<file path="config.mk">
export PLATFORM = sky130hd
export DESIGN_NAME = seg_display_driver
export DESIGN_NICKNAME = d
export VERILOG_FILES = /design/src/rtl/seg_display_driver_pkg.sv /design/src/rtl/seg_display_driver_bin2bcd_seq.sv /design/src/rtl/seg_display_driver.sv
export SDC_FILE = /design/constraint.sdc
export NUM_CORES = 1
export LEC_CHECK = 0
export ABC_AREA = 0
export CAP_MARGIN = 20
export CORE_MARGIN = 2
export CORE_UTILIZATION = 29
export CTS_CLUSTER_DIAMETER = 30
export DETAILED_ROUTE_END_ITERATION = 16
export GPL_TIMING_DRIVEN = 0
export SYNTH_ARGS = -nofsm -noshare
export SYNTH_HDL_FRONTEND = slang
export SYNTH_SLANG_ARGS = --single-unit
</file>
<file path="constraint.sdc">
create_clock -name clk -period 3.89 [get_ports clk]
set_input_delay 0.5835 -clock clk [delete_from_list [all_inputs] [get_ports clk]]
set_output_delay 0.5835 -clock clk [all_outputs]
set_load 0.01 [all_outputs]
</file>
<file path="src/rtl/seg_display_driver_pkg.sv">
// Shared definitions for the 7-segment display driver: converter FSM states,
// the segment code table and the elaboration-time digit-count check.
package seg_display_driver_pkg;

   // Sequential double-dabble converter states
   typedef enum logic [1:0] {
      StIdle,
      StShift,
      StDone
   } conv_state_e;

   // All segments dark
   localparam logic [6:0] SEG_OFF = 7'h00;

   // Segment pattern {g,f,e,d,c,b,a} for one BCD nibble; non-decimal nibbles are dark
   function automatic logic [6:0] seg_encode(input logic [3:0] nib);
      logic [6:0] code;
      case (nib)
         4'd0:    code = 7'h3F;
         4'd1:    code = 7'h06;
         4'd2:    code = 7'h5B;
         4'd3:    code = 7'h4F;
         4'd4:    code = 7'h66;
         4'd5:    code = 7'h6D;
         4'd6:    code = 7'h7D;
         4'd7:    code = 7'h07;
         4'd8:    code = 7'h7F;
         4'd9:    code = 7'h6F;
         default: code = SEG_OFF;
      endcase
      return code;
   endfunction

   // True when DIGITS decimal digits can hold every WIDTH-bit value (10**digits > 2**width)
   function automatic bit digits_ok(input int unsigned width, input int unsigned digits);
      longint unsigned p10;
      p10 = 64'd1;
      if (width >= 63) return 1'b0;
      // 10**19 still fits in 64 bits and already exceeds any 2**62
      for (int unsigned i = 0; (i < digits) && (i < 19); i++) begin
         p10 = p10 * 64'd10;
      end
      return p10 > (64'd1 << width);
   endfunction

endpackage

</file>
<file path="src/rtl/seg_display_driver_bin2bcd_seq.sv">
// Sequential binary-to-BCD converter (shift/add-3). One input bit is consumed
// per cycle; the result stays on bcd until the next start.
module seg_display_driver_bin2bcd_seq
   import seg_display_driver_pkg::*;
#(
   parameter int unsigned WIDTH  = 8,
   parameter int unsigned DIGITS = 3
) (
   input  logic                  clk,
   input  logic                  reset,
   input  logic                  start,
   input  logic [WIDTH-1:0]      bin,
   output logic                  busy,
   output logic                  done,
   output logic [4*DIGITS-1:0]   bcd
);

   localparam int unsigned CntW = $clog2(WIDTH + 1);
   localparam int unsigned BcdW = 4 * DIGITS;

   conv_state_e       state_q, state_d;
   logic [WIDTH-1:0]  bin_q, bin_d;
   logic [BcdW-1:0]   bcd_q, bcd_d;
   logic [BcdW-1:0]   bcd_adj;
   logic [CntW-1:0]   cnt_q, cnt_d;

   // Add-3 correction of every nibble that would overflow a decimal digit on the shift
   always_comb begin
      bcd_adj = bcd_q;
      for (int unsigned i = 0; i < DIGITS; i++) begin
         if (bcd_q[4*i +: 4] >= 4'd5) begin
            bcd_adj[4*i +: 4] = bcd_q[4*i +: 4] + 4'd3;
         end
      end
   end

   // Next-state and datapath control; start is honoured in IDLE and in DONE (back-to-back)
   always_comb begin
      state_d = state_q;
      bin_d   = bin_q;
      bcd_d   = bcd_q;
      cnt_d   = cnt_q;
      case (state_q)
         StIdle: begin
            if (start) begin
               bin_d   = bin;
               bcd_d   = '0;
               cnt_d   = '0;
               state_d = StShift;
            end
         end
         StShift: begin
            bcd_d = {bcd_adj[BcdW-2:0], bin_q[WIDTH-1]};
            bin_d = bin_q << 1;
            cnt_d = cnt_q + CntW'(1);
            if (cnt_q == CntW'(WIDTH - 1)) begin
               state_d = StDone;
            end
         end
         StDone: begin
            if (start) begin
               bin_d   = bin;
               bcd_d   = '0;
               cnt_d   = '0;
               state_d = StShift;
            end else begin
               state_d = StIdle;
            end
         end
         default: state_d = StIdle;
      endcase
   end

   // State register
   always_ff @(posedge clk) begin
      if (reset) begin
         state_q <= StIdle;
         bin_q   <= '0;
         bcd_q   <= '0;
         cnt_q   <= '0;
      end else begin
         state_q <= state_d;
         bin_q   <= bin_d;
         bcd_q   <= bcd_d;
         cnt_q   <= cnt_d;
      end
   end

   assign busy = (state_q != StIdle);
   assign done = (state_q == StDone);
   assign bcd  = bcd_q;

endmodule

</file>
<file path="src/rtl/seg_display_driver.sv">
// Binary value to multiplexed common-cathode 7-segment display. Holds one
// pending value while a conversion runs, only updates the shown digits on a
// finished conversion, and scans one digit at a time.
module seg_display_driver
   import seg_display_driver_pkg::*;
#(
   parameter int unsigned WIDTH       = 8,
   parameter int unsigned DIGITS      = 3,
   parameter int unsigned REFRESH_DIV = 12000,
   parameter int unsigned BLANK_ZEROS = 1
) (
   input  logic               clk,
   input  logic               reset,
   input  logic [WIDTH-1:0]   value,
   input  logic               value_valid,
   output logic               busy,
   output logic [6:0]         seg,
   output logic [DIGITS-1:0]  digit_en
);

   localparam int unsigned BcdW = 4 * DIGITS;
   localparam int unsigned RefW = $clog2(REFRESH_DIV + 1);
   localparam int unsigned IdxW = $clog2(DIGITS + 1);

   if (!digits_ok(WIDTH, DIGITS)) begin : g_digits_check
      $error("seg_display_driver: DIGITS too small to show every WIDTH-bit value");
   end

   logic              conv_start, conv_busy, conv_done;
   logic [WIDTH-1:0]  conv_bin;
   logic [BcdW-1:0]   conv_bcd;

   logic              pending_q, pending_d;
   logic [WIDTH-1:0]  pend_val_q, pend_val_d;
   logic [BcdW-1:0]   shown_q, shown_d;
   logic [RefW-1:0]   cnt_q, cnt_d;
   logic [IdxW-1:0]   idx_q, idx_d;
   logic [DIGITS-1:0] digit_en_q, digit_en_d;
   logic [6:0]        seg_q, seg_d;
   logic [DIGITS-1:0] blank;
   logic              all_zero;
   logic [3:0]        cur_nib;

   seg_display_driver_bin2bcd_seq #(
      .WIDTH  (WIDTH),
      .DIGITS (DIGITS)
   ) u_bin2bcd (
      .clk    (clk),
      .reset  (reset),
      .start  (conv_start),
      .bin    (conv_bin),
      .busy   (conv_busy),
      .done   (conv_done),
      .bcd    (conv_bcd)
   );

   // Start on a fresh strobe when idle, or chain from DONE; a strobe in the DONE cycle beats
   // an older pending value
   always_comb begin
      conv_start = (value_valid && (!conv_busy || conv_done)) || (conv_done && pending_q);
      conv_bin   = value_valid ? value : pend_val_q;
   end

   // Pending slot and shown register; shown only moves on DONE so partial results never show
   always_comb begin
      pending_d  = pending_q;
      pend_val_d = pend_val_q;
      shown_d    = shown_q;
      if (conv_done) begin
         pending_d = 1'b0;
         shown_d   = conv_bcd;
      end else if (value_valid && conv_busy) begin
         pending_d  = 1'b1;
         pend_val_d = value;
      end
   end

   // Refresh counter and digit index
   always_comb begin
      cnt_d = cnt_q + RefW'(1);
      idx_d = idx_q;
      if (cnt_q == RefW'(REFRESH_DIV - 1)) begin
         cnt_d = '0;
         idx_d = (idx_q == IdxW'(DIGITS - 1)) ? '0 : idx_q + IdxW'(1);
      end
   end

   // Leading-zero blanking: a digit above 0 goes dark when it and every higher digit are zero
   always_comb begin
      blank    = '0;
      all_zero = 1'b1;
      for (int i = int'(DIGITS) - 1; i >= 0; i--) begin
         all_zero = all_zero & (shown_q[4*i +: 4] == 4'd0);
         blank[i] = (BLANK_ZEROS != 0) && (i != 0) && all_zero;
      end
   end

   // Digit enable and segment pattern for the current index, registered together
   always_comb begin
      cur_nib = shown_q[4*idx_q +: 4];
      seg_d   = blank[idx_q] ? SEG_OFF : seg_encode(cur_nib);
      for (int unsigned i = 0; i < DIGITS; i++) begin
         digit_en_d[i] = (idx_q == IdxW'(i));
      end
   end

   // State and output registers
   always_ff @(posedge clk) begin
      if (reset) begin
         pending_q  <= 1'b0;
         pend_val_q <= '0;
         shown_q    <= '0;
         cnt_q      <= '0;
         idx_q      <= '0;
         digit_en_q <= '0;
         seg_q      <= SEG_OFF;
      end else begin
         pending_q  <= pending_d;
         pend_val_q <= pend_val_d;
         shown_q    <= shown_d;
         cnt_q      <= cnt_d;
         idx_q      <= idx_d;
         digit_en_q <= digit_en_d;
         seg_q      <= seg_d;
      end
   end

   assign busy     = conv_busy;
   assign seg      = seg_q;
   assign digit_en = digit_en_q;

endmodule

</file>
Word-level counts from Yosys, hierarchy flattened
Memories as Yosys holds them, arrays and structs flattened. A register that Yosys moved wholly into a read port is not among the register bits.
Index checks and enable logic that the tools add are counted.
W data, S select, Z words.
{"block": "classes", "eq_ne": 9, "shifts": 1, "reduce_logical": 19, "add_sub_neg": 6, "n_bitwise": 2, "magnitude_cmp": 4, "muxes": 17}
{"operator": "$pmux W12 S2", "count": 1}
{"operator": "$mux W8", "count": 2}
{"operator": "$pmux W8 S2", "count": 1}
{"operator": "$add A14 B1 Y14 const B", "count": 1}
{"operator": "$eq A14 B14 Y1 const B", "count": 1}
{"operator": "$ge A4 B3 Y1 const B", "count": 3}
{"operator": "$mux W12", "count": 1}
{"operator": "$mux W4", "count": 3}
{"operator": "$shiftx A12 B5 Y4", "count": 1}
{"operator": "$add A4 B2 Y4 const B", "count": 2}
{"operator": "$logic_not A4 Y1", "count": 2}
{"operator": "$pmux W4 S2", "count": 1}
{"operator": "$reduce_or A2 Y1", "count": 4}
{"operator": "$mux W2", "count": 3}
{"operator": "$pmux W2 S3", "count": 1}
{"operator": "$reduce_and A2 Y1", "count": 3}
{"operator": "$add A4 B1 Y4 const B", "count": 1}
{"operator": "$eq A2 B1 Y1 const B", "count": 2}
{"operator": "$eq A2 B2 Y1 const B", "count": 2}
{"operator": "$eq A4 B3 Y1 const B", "count": 1}
{"operator": "$logic_not A2 Y1", "count": 2}
{"operator": "$ne A2 B1 Y1 const B", "count": 2}
{"operator": "$reduce_bool A2 Y1", "count": 2}
{"operator": "$add A3 B2 Y3 const B", "count": 1}
{"operator": "other kinds (11)", "count": 15}
{"block": "totals", "rom_bits": 112, "out_inout_bits": 11, "reg_bits": 66, "elab_cells": 69, "in_bits": 11, "memories": 1}
{"memory": "(no name shown)", "words": 16, "word_bits": 7, "read_ports": 1, "rd_ports_with_merged_regs": 1, "write_ports": 0, "line_no": "seg_display_driver_pkg.sv:18", "source": "case (nib)"}

Longest topological paths before layout
{"block": "logic_depth", "ltp_word": 7, "depth_mapped": 9}

Cells and area by module
A second synthesis with hierarchy kept.
{"block": "unflattened", "cells_unflattened": 355, "area_unflattened_um2": 3467.1}
{"mod": "seg_display_driver", "area_each_um2": 2100.8, "instances": 1, "cells_each": 217}
{"mod": "seg_display_driver_bin2bcd_seq", "area_each_um2": 1366.3, "instances": 1, "cells_each": 138}

Least setup slack after synthesis
No wires, ideal clock.
{"block": "synth_timing", "path_type": "input-to-reg", "startpoint": "in value_valid", "endpoint": "reg u_bin2bcd.bcd_q[4], in the netlist u_bin2bcd.bcd[4]", "setup_slack_ps": 2219, "path_buffers": 2, "path_stages": 7, "arrival_time_ps": 1544, "setup_time_ps": 128, "cell_sequence": "buf_4 a21oi_1 nor2_1 nor2_2 buf_4 a21oi_1 nor2_1"}
{"block": "synth_via", "elab_chain_cells": 4}
{"item": "start: declaration", "line_no": "seg_display_driver.sv:15", "source": "input logic value_valid,"}
{"item": "$logic_and A1 B1 Y1", "line_no": "seg_display_driver.sv:60", "source": "conv_start = (value_valid && (!conv_busy || conv_done)) || (conv_done && pending_q);"}
{"item": "$logic_or A1 B1 Y1", "line_no": "seg_display_driver.sv:60"}
{"item": "$ne A2 B1 Y1 (no line)"}
{"item": "$reduce_and A2 Y1 (no line)"}
{"item": "end signal: assignment", "line_no": "seg_display_driver_bin2bcd_seq.sv:79", "source": "bcd_q <= '0;"}
{"item": "end signal: assignment", "line_no": "seg_display_driver_bin2bcd_seq.sv:84", "source": "bcd_q <= bcd_d;"}
{"item": "end: declaration", "line_no": "seg_display_driver_bin2bcd_seq.sv:23", "source": "logic [BcdW-1:0] bcd_q, bcd_d;"}
Every way passes these cells.
A chain may end at the register's enable or synchronous reset.

Worst setup path after layout
{"block": "layout_timing", "startpoint": "reg u_bin2bcd.state_q[0]", "endpoint": "out busy"}
{"block": "layout_via", "elab_chain_cells": 1}
{"item": "start: declaration", "line_no": "seg_display_driver_bin2bcd_seq.sv:21", "source": "conv_state_e state_q, state_d;"}
{"item": "start signal: assignment", "line_no": "seg_display_driver_bin2bcd_seq.sv:77", "source": "state_q <= StIdle;"}
{"item": "start signal: assignment", "line_no": "seg_display_driver_bin2bcd_seq.sv:82", "source": "state_q <= state_d;"}
{"item": "$reduce_bool A2 Y1", "line_no": "seg_display_driver_bin2bcd_seq.sv:89", "source": "assign busy = (state_q != StIdle);"}
{"item": "end: declaration", "line_no": "seg_display_driver.sv:16", "source": "output logic busy,"}
Every way passes these cells.

==> impl_metrics.ini <==
[cts]
cts_made_buffers = 9
number_of_gates_given_a_new_drive_strength_after_cts = 0
htree_levels = 3
clk_pin_slew_ns = 0.06
cts-hold-fix-buffers = 0
clock_sinks = 73
max-clock-path-buffers = 2
clock_insertion_delay_at_the_later_pin_of_the_skew_report_ns = 0.33
cts_setup_buffers = 0
ctsRootBufferMaster = sky130_fd_sc_hd__clkbuf_16
tritoncts = yes

[hold_path]
timing.hold.worst.class = reg -> reg

[die]
initial_core_util_pct = 30.0
fp.dieH_microns = 110
die_width_microns = 110
coreArea_sq_um = 10900
ios = 22
overall_die_area_sq_um = 12200
core.rowCount = 38

[setup_path]
required_ns = 3.31
worst_path_largest_cell_delay_ns = 0.52
cp-startpoint = u_bin2bcd.state_q[0]$_SDFFE_PP0P_
crit_path_end = busy
crit_fanout = 10
timing.critical_path.cells = buf_2, buf_1, or2_2, clkdlybuf4s50_1
timing_worst_setup_path_type = reg -> out
worst_r2r_path_depth = 9
r2r-end = seg[5]$_SDFF_PP0_
critical_path_arrival_ns = 2.01
setup.worst_path.start_class = register
r2r_slack_ns = 2.04
rr_startpoint = idx_q[0]$_SDFFE_PP0N_
critPathCaptureType = primary output
worst_path_max_delay_cell = sky130_fd_sc_hd__clkdlybuf4s50_1

[grt]
number_of_global_route_vias_before_repair = 2534
track_usage_pct = 12.0
first_pass_grt_wire_length_microns = 11300
grt_antenna_before_repair = 0
overflow = 0
grt_max_degree = 14

[logic_synthesis]
yosysSeqAreaShare_pct = 44.6
main_combinational_cell_family_by_area_after_synthesis = simple AND/OR/NAND/NOR gates
ys.flop_type = sky130_fd_sc_hd__dfxtp_1
synth.ff_latch_count = 73
post_synth_edffs = 0
synth.net_count = 415
synthesis.instances = 390
post_synth_and_or_nand_nor_area_fraction_pct = 21.6
synthDistinctLibCells = 43
yosys_warning_total = 0
yosys.area_share.adder_pct = 5.35
avg_synthesized_cell_area_sq_um = 8.40
synthXorXnorAreaFrac_pct = 5.08
yosys-mux-area-fraction_pct = 3.71
synth-async-reset-ratio_pct = 0
syn-cell-area_sq_um = 3280
synth-compound-area-share_pct = 15.3

[routing]
ant_nets = 0
vias_per_cell = 4.65
detail_route.wl_per_cell_microns = 11.8
routed_wire_length_microns = 6690
drt_first_pass_iters = 4
vias = 2630
drc_errors = 0
number_of_drc_markers_after_the_initial_detailed_route_iteration = 138

[placement]
placedCellCount = 550
post-dp-hpwl_microns = 4810
numPortBuffers = 20
place_congestion = 0.765

[sta]
grt_setup_unrepaired = no
post-route-period-util_pct = 66.7
minimum_clock_period_after_layout_ns = 2.59
worstMarginPinSlew_ns = 0.552
final-max-slew-violation-count = 0
peak_freq_ghz = 0.386
final.setup_skew_ns = 0.00657
setup_tns_ns = 0
hold_violations = 0
setup_viol = 0
maxSlewHeadroom_pct = 63.2

[layout]
mostFrequentLayoutCells = sky130_fd_sc_hd__dfxtp_1 (73), sky130_fd_sc_hd__nand2_1 (70), sky130_fd_sc_hd__a21oi_1 (48), sky130_fd_sc_hd__nor2_1 (34), sky130_fd_sc_hd__clkdlybuf4s50_1 (20)
utilization_pct = 36.1
final_common_cell = sky130_fd_sc_hd__dfxtp_1
antenna_cells_inserted = 0
layout-drive-gt1-share_pct = 8.45
nets = 446
area.growth.synth_to_final_pct = 20.5
finish.cell_count_without_fillers = 566

[power_and_ir_drop]
p_leak_nw = 1.43
ir_worst_vdd_mv = 0.216
power_density_nw_per_um2 = 431

[run]
timing.max_cap.violations = 0

[status]
outcome = complete, no violations
-- cell families (layout without fill, tap and decap cells) --
kind of cell / count (synthesis) / count (layout)
adder cells (fa/ha/maj): 14 / 14
multiplexers: 12 / 12
AO/OA/AOI/OAI: 85 / 85
AND/OR/NAND/NOR: 158 / 158
XOR/XNOR: 19 / 19
flip-flops: 73 / 73
buffers and inverters: 29 / 65
-- registers in the layout, summed over array words and instances (netlist names) --
register and flops:
digit_en 3, pend_val_q 8, cnt_q 14, pending_q 1
u_bin2bcd.cnt_q 4, seg 7, idx_q 2, u_bin2bcd.bcd 12
shown_q 12, u_bin2bcd.bin_q 8, u_bin2bcd.state_q 2
-- synth_stat cells, types with 2 or more instances --
cell / number / area (sq um)
sky130_fd_sc_hd__a21oi_1: 48 / 240
sky130_fd_sc_hd__a22o_1: 5 / 43.8
sky130_fd_sc_hd__a22oi_1: 4 / 30.0
sky130_fd_sc_hd__a2bb2oi_2: 2 / 30.0
sky130_fd_sc_hd__and3_1: 2 / 12.5
sky130_fd_sc_hd__buf_1: 3 / 11.3
sky130_fd_sc_hd__buf_2: 3 / 15.0
sky130_fd_sc_hd__buf_4: 3 / 22.5
sky130_fd_sc_hd__clkbuf_1: 8 / 30.0
sky130_fd_sc_hd__dfxtp_1: 73 / 1460
sky130_fd_sc_hd__ha_1: 14 / 175
sky130_fd_sc_hd__inv_1: 9 / 33.8
sky130_fd_sc_hd__mux2i_1: 11 / 110
sky130_fd_sc_hd__nand2_1: 70 / 263
sky130_fd_sc_hd__nand2b_1: 6 / 37.5
sky130_fd_sc_hd__nand3_1: 17 / 85.1
sky130_fd_sc_hd__nand4_1: 3 / 18.8
sky130_fd_sc_hd__nor2_1: 34 / 128
sky130_fd_sc_hd__nor2b_1: 4 / 25.0
sky130_fd_sc_hd__nor3_1: 11 / 55.1
sky130_fd_sc_hd__nor4b_1: 2 / 17.5
sky130_fd_sc_hd__o21ai_0: 18 / 90.1
sky130_fd_sc_hd__o22a_2: 2 / 20.0
sky130_fd_sc_hd__or2_2: 2 / 12.5
sky130_fd_sc_hd__xnor2_1: 7 / 61.3
sky130_fd_sc_hd__xor2_1: 12 / 105
-- through the flow --
| stage | setup slack (ns) | area, sq um | hold WS, ns | power (mW) |
|---|---|---|---|---|
| 6_report | 1.30 | 3950 | 0.449 | 1.70 |
| 5_1_grt | 1.19 | 3950 | 0.474 | 1.76 |
| 4_1_cts | 1.30 | 3950 | 0.452 | 1.72 |
| 3_5_place_dp | 1.52 | 3650 | 0.444 | 0.904 |
| 3_3_place_gp | 1.57 | 3650 | 0.439 | 0.902 |
| 2_1_floorplan | 2.22 | 3280 | 0.430 | 0.860 |
-- per-layer routing --
layer / global-route usage [%] / wire, microns / vias up
met5: 0 / 0 / -
met4: 4.64 / 127 / 0
met3: 3.94 / 255 / 12
met2: 20.4 / 3190 / 34
met1: 14.0 / 3120 / 1195
li1: - / - / 1389
-- worst max-delay path, delay by kind of cell, from the launching register on --
family | cells | cell delay (ns)
buf+inv | 3 | 1.12
flops | 1 | 0.36
simple gates | 1 | 0.19
-- where the power goes --
| group | leakage [nW] | switching [mW] | internal [mW] | total, mW |
|---|---|---|---|---|
| Clock | 0.146 | 0.318 | 0.496 | 0.813 |
| Combinational | 0.694 | 0.0664 | 0.0443 | 0.111 |
| Sequential | 0.593 | 0.0101 | 0.766 | 0.776 |
| Total | 1.43 | 0.394 | 1.31 | 1.70 |
-- how the worst min path moves through the flow --
stage / start / endpoint / depth (start not counted)
finish: u_bin2bcd.bin_q[5]$_SDFFE_PP0P_ / u_bin2bcd.bin_q[5]$_SDFFE_PP0P_ / 2
global route: u_bin2bcd.bin_q[5]$_SDFFE_PP0P_ / u_bin2bcd.bin_q[5]$_SDFFE_PP0P_ / 2
CTS: u_bin2bcd.bin_q[5]$_SDFFE_PP0P_ / u_bin2bcd.bin_q[5]$_SDFFE_PP0P_ / 2
detailed placement: u_bin2bcd.bin_q[5]$_SDFFE_PP0P_ / u_bin2bcd.bin_q[5]$_SDFFE_PP0P_ / 2
global placement: u_bin2bcd.bin_q[3]$_SDFFE_PP0P_ / u_bin2bcd.bin_q[3]$_SDFFE_PP0P_ / 2
floorplan: cnt_q[0]$_SDFF_PP0_ / cnt_q[0]$_SDFF_PP0_ / 1
-- layout make-up --
type                            count  area [sq um]
Buffer                             19           104
Clock buffer                        9           225
Clock inverter                      7          70.1
Fill cell                        1152          6990
Inverter                           10          37.5
Multi-Input combinational cell    288          1670
Sequential cell                    73          1460
Tap cell                          140           175
Timing Repair Buffer               20           200
Note: power is estimated with default switching activity, not from simulation.
